File: src/rtl/pipe_pkg.sv
// -----------------------------------------------------------------------------
// pipe_pkg
// Shared definitions for the pipeline stage boundary registers.
//   - state encoding for the stage occupancy FSM (EMPTY / HALF / FULL)
//   - ID/EX control-word field layout (offsets, widths, packed struct view)
//   - payload field indices for the packed 8 x 32-bit data word
//   - helper functions to turn a state into an entry count and a payload
//     field index into a bit offset
// -----------------------------------------------------------------------------
package pipe_pkg;

    // The state value is chosen so that it reads directly as the number of
    // held entries, which keeps the occupancy output trivial.
    typedef logic [1:0] pipe_state_t;

    localparam pipe_state_t PS_EMPTY = 2'd0;
    localparam pipe_state_t PS_HALF  = 2'd1;
    localparam pipe_state_t PS_FULL  = 2'd2;

    // ID/EX control-word field positions (LSB offset and width).
    localparam int IDEX_REGDST_LSB   = 0;
    localparam int IDEX_REGDST_W     = 2;
    localparam int IDEX_ALUSRCA_LSB  = 2;
    localparam int IDEX_ALUSRCB_LSB  = 3;
    localparam int IDEX_ALUOP_LSB    = 4;
    localparam int IDEX_ALUOP_W      = 3;
    localparam int IDEX_BEOP_LSB     = 7;
    localparam int IDEX_BEOP_W       = 3;
    localparam int IDEX_MEMREAD_LSB  = 10;
    localparam int IDEX_MEMWRITE_LSB = 11;
    localparam int IDEX_MEMTOREG_LSB = 12;
    localparam int IDEX_MEMTOREG_W   = 2;
    localparam int IDEX_REGWRITE_LSB = 14;
    localparam int IDEX_FIRST_LSB    = 15;
    localparam int IDEX_CTRL_W       = 16;

    // Packed view of the same ID/EX control word, MSB first.
    typedef struct packed {
        logic       first;
        logic       regwrite;
        logic [1:0] memtoreg;
        logic       memwrite;
        logic       memread;
        logic [2:0] beop;
        logic [2:0] aluop;
        logic       alusrcb;
        logic       alusrca;
        logic [1:0] regdst;
    } idex_ctrl_t;

    // Payload fields, each one 32-bit word of the packed data bus.
    localparam int PAYLOAD_FIELD_W = 32;

    typedef enum int {
        PF_NPC = 0,
        PF_BA  = 1,
        PF_A   = 2,
        PF_B   = 3,
        PF_EXT = 4,
        PF_IR  = 5,
        PF_CD  = 6
    } payload_field_e;

    // Bit offset of a payload field inside the packed data bus.
    function automatic int payload_lsb(input payload_field_e field);
        return int'(field) * PAYLOAD_FIELD_W;
    endfunction

    // Number of entries held in a given state.
    function automatic logic [1:0] state_count(input pipe_state_t state);
        logic [1:0] count;
        case (state)
            PS_HALF: count = 2'd1;
            PS_FULL: count = 2'd2;
            default: count = 2'd0;
        endcase
        return count;
    endfunction

endpackage

File: src/rtl/pipe_entry.sv
// -----------------------------------------------------------------------------
// pipe_entry
// One storage slot of a pipeline stage: a valid bit, a control word and a
// data payload.
//   clk, rst_n  : clock, asynchronous active-low reset (clears everything)
//   load        : capture in_ctrl/in_data and mark the slot valid
//   clear       : invalidate the slot and zero the control word; the data
//                 payload is deliberately kept (it is don't-care once invalid)
//   in_ctrl     : control word to capture
//   in_data     : payload to capture
//   valid       : slot holds an entry
//   ctrl        : held control word
//   data        : held payload
// clear wins over load so a flush can never be overridden by a new entry.
// -----------------------------------------------------------------------------
module pipe_entry
    import pipe_pkg::*;
#(
    parameter int CTRL_W = 16,
    parameter int DATA_W = 256
) (
    input  logic              clk,
    input  logic              rst_n,
    input  logic              load,
    input  logic              clear,
    input  logic [CTRL_W-1:0] in_ctrl,
    input  logic [DATA_W-1:0] in_data,
    output logic              valid,
    output logic [CTRL_W-1:0] ctrl,
    output logic [DATA_W-1:0] data
);

    // Slot register. Reset zeroes all fields so the stage comes up with a
    // clean, all-zero payload; clear only touches valid and ctrl so that the
    // wide data register does not need a clear path in normal operation.
    always_ff @(posedge clk or negedge rst_n) begin
        if (!rst_n) begin
            valid <= 1'b0;
            ctrl  <= '0;
            data  <= '0;
        end else if (clear) begin
            valid <= 1'b0;
            ctrl  <= '0;
        end else if (load) begin
            valid <= 1'b1;
            ctrl  <= in_ctrl;
            data  <= in_data;
        end
    end

endmodule

File: src/rtl/pipe_stage_reg.sv
// -----------------------------------------------------------------------------
// pipe_stage_reg
// Handshaked pipeline stage register used at every stage boundary
// (IF/ID, ID/EX, EX/MEM, MEM/WB). Carries a control word and a packed payload
// with valid/ready flow control, optional two-entry skid buffer, synchronous
// flush with NOP insertion and a saturating kill counter.
//
// Parameters:
//   CTRL_W : control-word width
//   DATA_W : payload width
//   SKID   : 1 = main + skid entry, registered in_ready
//            0 = single entry, in_ready = !out_valid | out_ready
//   CNT_W  : kill-counter width
//
// Ports:
//   clk, rst_n : clock, asynchronous active-low reset
//   in_valid   : upstream entry valid
//   in_ready   : stage can accept this cycle
//   in_ctrl    : upstream control word
//   in_data    : upstream payload
//   flush      : drop all held entries and the current input
//   out_valid  : head entry valid
//   out_ready  : downstream accepts the head entry
//   out_ctrl   : head control word, zero (NOP) while out_valid is low
//   out_data   : head payload, keeps its last value while invalid
//   occupancy  : number of held entries (0..2)
//   kill_cnt   : saturating count of flush cycles that discarded something
// -----------------------------------------------------------------------------
module pipe_stage_reg
    import pipe_pkg::*;
#(
    parameter int CTRL_W = 16,
    parameter int DATA_W = 256,
    parameter int SKID   = 1,
    parameter int CNT_W  = 16
) (
    input  logic              clk,
    input  logic              rst_n,
    input  logic              in_valid,
    output logic              in_ready,
    input  logic [CTRL_W-1:0] in_ctrl,
    input  logic [DATA_W-1:0] in_data,
    input  logic              flush,
    output logic              out_valid,
    input  logic              out_ready,
    output logic [CTRL_W-1:0] out_ctrl,
    output logic [DATA_W-1:0] out_data,
    output logic [1:0]        occupancy,
    output logic [CNT_W-1:0]  kill_cnt
);

    localparam bit               HAS_SKID = (SKID != 0);
    localparam logic [CNT_W-1:0] CNT_MAX  = {CNT_W{1'b1}};
    localparam logic [CNT_W-1:0] CNT_ONE  = {{(CNT_W-1){1'b0}}, 1'b1};

    pipe_state_t       state;
    pipe_state_t       next_state;
    logic              in_fire;
    logic              out_fire;
    logic              main_load;
    logic              main_clear;
    logic              main_from_skid;
    logic              skid_load;
    logic              skid_clear;
    logic              kill_event;

    logic              main_valid;
    logic [CTRL_W-1:0] main_ctrl;
    logic [DATA_W-1:0] main_data;
    logic [CTRL_W-1:0] main_ctrl_d;
    logic [DATA_W-1:0] main_data_d;

    logic              skid_valid;
    logic [CTRL_W-1:0] skid_ctrl;
    logic [DATA_W-1:0] skid_data;

    assign in_fire  = in_valid & in_ready;
    assign out_fire = main_valid & out_ready;

    // Next-state and slot-control decode. Flush overrides every transition:
    // both slots are invalidated and the input of the flush cycle is never
    // loaded. Otherwise the stage behaves as a two-deep FIFO where the main
    // slot is always the head and the skid slot only ever holds the entry
    // that arrived while the head was stalled.
    always_comb begin
        next_state     = state;
        main_load      = 1'b0;
        main_clear     = 1'b0;
        main_from_skid = 1'b0;
        skid_load      = 1'b0;
        skid_clear     = 1'b0;

        if (flush) begin
            next_state = PS_EMPTY;
            main_clear = 1'b1;
            skid_clear = 1'b1;
        end else begin
            case (state)
                PS_EMPTY: begin
                    if (in_fire) begin
                        next_state = PS_HALF;
                        main_load  = 1'b1;
                    end
                end
                PS_HALF: begin
                    if (in_fire && out_fire) begin
                        main_load = 1'b1;
                    end else if (in_fire && HAS_SKID) begin
                        next_state = PS_FULL;
                        skid_load  = 1'b1;
                    end else if (out_fire) begin
                        next_state = PS_EMPTY;
                        main_clear = 1'b1;
                    end
                end
                PS_FULL: begin
                    if (out_fire && skid_valid) begin
                        next_state     = PS_HALF;
                        main_load      = 1'b1;
                        main_from_skid = 1'b1;
                        skid_clear     = 1'b1;
                    end
                end
                default: begin
                    next_state = PS_EMPTY;
                    main_clear = 1'b1;
                    skid_clear = 1'b1;
                end
            endcase
        end
    end

    // The head slot is refilled either from the upstream input or, when the
    // stage drains out of FULL, from the skid slot so ordering is preserved.
    always_comb begin
        main_ctrl_d = in_ctrl;
        main_data_d = in_data;
        if (main_from_skid) begin
            main_ctrl_d = skid_ctrl;
            main_data_d = skid_data;
        end
    end

    // State register. Its encoding doubles as the entry count.
    always_ff @(posedge clk or negedge rst_n) begin
        if (!rst_n) begin
            state <= PS_EMPTY;
        end else begin
            state <= next_state;
        end
    end

    pipe_entry #(
        .CTRL_W (CTRL_W),
        .DATA_W (DATA_W)
    ) u_main (
        .clk     (clk),
        .rst_n   (rst_n),
        .load    (main_load),
        .clear   (main_clear),
        .in_ctrl (main_ctrl_d),
        .in_data (main_data_d),
        .valid   (main_valid),
        .ctrl    (main_ctrl),
        .data    (main_data)
    );

    generate
        if (HAS_SKID) begin : g_skid
            logic in_ready_q;

            pipe_entry #(
                .CTRL_W (CTRL_W),
                .DATA_W (DATA_W)
            ) u_skid (
                .clk     (clk),
                .rst_n   (rst_n),
                .load    (skid_load),
                .clear   (skid_clear),
                .in_ctrl (in_ctrl),
                .in_data (in_data),
                .valid   (skid_valid),
                .ctrl    (skid_ctrl),
                .data    (skid_data)
            );

            // Registered ready: computed from the next state so the upstream
            // never sees a combinational path from out_ready. It comes out of
            // reset high because the stage is empty.
            always_ff @(posedge clk or negedge rst_n) begin
                if (!rst_n) begin
                    in_ready_q <= 1'b1;
                end else begin
                    in_ready_q <= (next_state != PS_FULL);
                end
            end

            assign in_ready = in_ready_q;
        end else begin : g_noskid
            assign skid_valid = 1'b0;
            assign skid_ctrl  = '0;
            assign skid_data  = '0;

            // Single slot: accept when empty or when the head leaves this
            // same cycle, which still gives one entry per cycle throughput.
            assign in_ready = !main_valid || out_ready;
        end
    endgenerate

    // A flush only counts as a kill if it actually threw something away:
    // a held entry or an input being offered in the flush cycle.
    assign kill_event = flush && ((state != PS_EMPTY) || in_valid);

    // Saturating kill counter, only cleared by reset.
    always_ff @(posedge clk or negedge rst_n) begin
        if (!rst_n) begin
            kill_cnt <= '0;
        end else if (kill_event && (kill_cnt != CNT_MAX)) begin
            kill_cnt <= kill_cnt + CNT_ONE;
        end
    end

    // Downstream sees a NOP control word whenever the stage is empty, so a
    // stall bubble needs no extra decode in the next stage.
    assign out_valid = main_valid;
    assign out_ctrl  = main_valid ? main_ctrl : '0;
    assign out_data  = main_data;
    assign occupancy = state_count(state);

endmodule
File: config.mk
export PLATFORM = sky130hd
export DESIGN_NAME = pipe_stage_reg
export DESIGN_NICKNAME = d
export VERILOG_FILES = /design/src/rtl/pipe_pkg.sv /design/src/rtl/pipe_entry.sv /design/src/rtl/pipe_stage_reg.sv
export SDC_FILE = /design/constraint.sdc
export NUM_CORES = 1
export LEC_CHECK = 0
export CORE_MARGIN = 5
export CORE_UTILIZATION = 52
export CTS_CLUSTER_SIZE = 40
export DETAILED_ROUTE_END_ITERATION = 8
export HOLD_SLACK_MARGIN = 0.05
export PLACE_DENSITY = 0.87
export SLEW_MARGIN = 20
export SYNTH_ARGS = -nofsm -noshare
export SYNTH_HDL_FRONTEND = slang
export SYNTH_HIERARCHICAL = 1
export SYNTH_SLANG_ARGS = --single-unit
File: constraint.sdc
create_clock -name clk -period 2.75 [get_ports clk]
set_input_delay 0.55 -clock clk [delete_from_list [all_inputs] [get_ports clk]]
set_output_delay 0.55 -clock clk [all_outputs]
set_load 0.03 [all_outputs]
==> results.md <==
* Fin. Hold Viols at 0
* Detail Route Antenna Nets at 0
* Leakage Power at 16.4 nW
* Multiplexer share of the synthesized area at 40.9%
* Max stage delay cell, worst path: clkdlybuf4s50_1
* Critical Path Start Type: register
* Commonest cells after routing, fill and taps aside: 564 x dfrtp_1, 560 x mux2_4, 560 x clkdlybuf4s50_1
* Initial Util at 52.4%
* Initial antenna violation count at 14
* Setup TNS at 0 ns
* Initial DRT Pass Iterations at 5
* Port bufs at 568
* Fin area at 36000 um2
* Crit path capture type: output pin
* Placer Congestion at 0.880
* Final wirelength at 71.1 mm
* Post-synth EDFFs at 0
* Layout cell share with drive strength beyond 1 at 43.6%
* Largest net degree at the start of global routing at 74
* Yosys warns at 6
* Sw Pwr at 10.5 mW
* DR WL/cell at 23.7 um
* Inserted Clock Buffers at 58
* CP peak stage delay at 0.69 ns
* Core area at 52600 um2
* CP required at 2.20 ns
* Synth Area in XOR/XNOR at 0.477%
* Die ar. at 57600 um2
* Post-Place Cells at 2878
* Clock Skew at 0.0192 ns
* Setup ws final at 0.0738 ns
* RSZ-0062 raised after global routing: no
* Die width at 240 um
* # H-tree levels at 2
* Initial detailed-routing violation count at 908
* Clock transition at path regs at 0.06 ns
* Crit path kind: register to output pin
* Design Power at 32.8 mW
* Int Pwr at 22.3 mW
* Via Count at 16000
* Clock Sinks at 565
* Post-synth design cell area at 27500 um2
* Synth Area in Compound Gates at 0.227%
* Sequential power share at 40.2%
* Cell Pwr Density at 910 nW/um2
* Detailed placement HPWL at 49.3 mm
* Hold slack at 0.505 ns
* Worst skew pair latency at 0.60 ns
* Global-route wire length before repair at 109 mm
* Worst hold start: g_skid.u_skid/data[7]
* Actual slew at the worst max-slew pin at 1.01 ns
* Simple-gate area share of the yosys netlist at 1.99%
* Peak supply drop at 851 uV
* Maximum clock path buffer count at 3
* Synth Area in Adders at 0.0455%
* FF+latch area at 14100 um2
* Fin crit share at 97.3%
* Ys async rst share at 100%
* Crit path max-delay family: buffers and inverters
* Number of synthesized register bits at 565
* Yosys cell types at 38
* Synth top area cells: dfrtp_1 51%, mux2_4 31%, mux2_2 9.2%, buf_12 3.2%, mux2i_1 1.2%
* Critical path origin: u_main/valid
* Hold/Removal Path Class: register to register
* Fin util at 68.5%
* Sequential area share after synthesis at 51.4%
* Worst r2r src: in_ready
* Final setup viols at 0
* Vias in the first global route at 18300
* Max Slew Vio Count at 0
* Max cap viols at 0
* Remaining Overflow, GRT at 0
* Number of cell rows at 84
* Ports at 569
* Area of the multi-input gates at 12000 um2
* Final nets at 2529
* Post-Synthesis Cells at 1612
* CTS tree: built
* Critical path cell sequence: buf_4 > and2_1 > clkdlybuf4s50_1
* Synth Flop Type: dfrtp_1
* Vias per inst at 5.35
* Minimum clock period at 2.68 ns
* Comb power frac at 35.5%
* Tot GR Track Use at 23.8%
* DRC violations left at 0
* Clk pwr share at 24.3%
* Filler instances at 3314
* WP buf/inv at 2
* Relative slew slack at 32.4%
* Clock Root Buffer: clkbuf_16
* Fmax at 374 MHz
* Worst EP arrival at 2.13 ns
* Worst slack, placed at -0.223 ns
* Commonest non-fill, non-tap cell in the layout: dfrtp_1
* Worst-path maximum fanout at 18
* Placed Area at 34000 um2
* Chip height at 240 um
* Post-synth net total at 1890
* Largest area contributor in the netlist: dfrtp_1
* Syn-to-layout area delta at 30.9%
* Share of the synthesized area in the top cell type at 51.3%
* Avg Inst Size Synth at 17.1 um2
* Sw Share at 32.0%
* Non-Filler Instances at 2996
* Largest family of logic cells by synthesized area: multiplexers
* Outcome: finished, final reports clean
## worst paths after layout
kind	endpoint	cells after the start	slack, ns
max reg2reg	g_skid.u_skid/data[164]	8	0.26
min	g_skid.u_skid/data[7]	1	0.50
max in group asynchronous	u_main/data[187]	4	1.29
min in group asynchronous	u_main/data[112]	2	0.57
min reg2reg	g_skid.u_skid/data[7]	1	0.50
max	out_ctrl[3]	3	0.07
## cells by family after synthesis
group,Yosys count
flip-flops,565
multiplexers,817
XOR/XNOR,15
AND/OR/NAND/NOR,103
adder cells (fa/ha/maj),1
buffers and inverters,101
AO/OA/AOI/OAI,10
## flip-flops by register name, indices dropped and copies added, names as in the netlist
| name | flops |
|---|---|
| state | 2 |
| g_skid.u_skid/data | 256 |
| u_main/valid | 1 |
| g_skid.u_skid/ctrl | 16 |
| u_main/ctrl | 16 |
| in_ready | 1 |
| u_main/data | 256 |
| g_skid.u_skid/valid | 1 |
| kill_cnt | 16 |
## per-layer routing
metal	share of wire [%]	global-route usage [%]
met1	40	29.9
met2	50	40.5
met3	6.3	5.15
met4	3.7	9.49
met5	0.046	0
## layout make-up
type	count	share of cell area (%)
Sequential cell	565	39.3
Multi-Input combinational cell	946	33.4
Timing Repair Buffer	679	19.5
Clock buffer	89	4.97
Tap cell	688	2.39
Clock inverter	17	0.410
Antenna cell	11	0.0764
Inverter	1	0.0104
## power groups by stage
| stage | Clock (mW) | Combinational (mW) | Sequential [mW] |
|---|---|---|---|
| after CTS | 8.13 | 11.7 | 13.1 |
| after floorplan | 0 | 4.57 | 15.3 |
| final | 7.96 | 11.6 | 13.2 |
| after global placement | 0 | 11.3 | 13.0 |
| after global routing | 8.48 | 12.1 | 13.4 |
| after detailed placement | 0 | 11.6 | 13.1 |
## cell usage after synthesis (2+ instances only)
| master | count |
|---|---|
| and2_1 | 16 |
| a21oi_1 | 4 |
| nor2_1 | 39 |
| nor4b_1 | 2 |
| or2_2 | 3 |
| mux2i_1 | 32 |
| nor3_1 | 6 |
| buf_6 | 8 |
| a21o_1 | 3 |
| dfrtp_1 | 564 |
| nand2b_1 | 3 |
| nor4_1 | 7 |
| clkbuf_1 | 6 |
| nand4_1 | 4 |
| nand2_1 | 7 |
| xor2_1 | 14 |
| nor2b_4 | 2 |
| mux2_2 | 225 |
| mux2_4 | 560 |
| nand3_1 | 6 |
| buf_2 | 26 |
| buf_8 | 16 |
| buf_12 | 44 |
## timing repair
action                                 CTS  global route
setup buffers                            0             0
hold buffers                             1             0
endpoints found under the hold margin   47             0
setup endpoints to repair                0             7
resized for setup                        0             7
(Power assumes the default switching activity.)
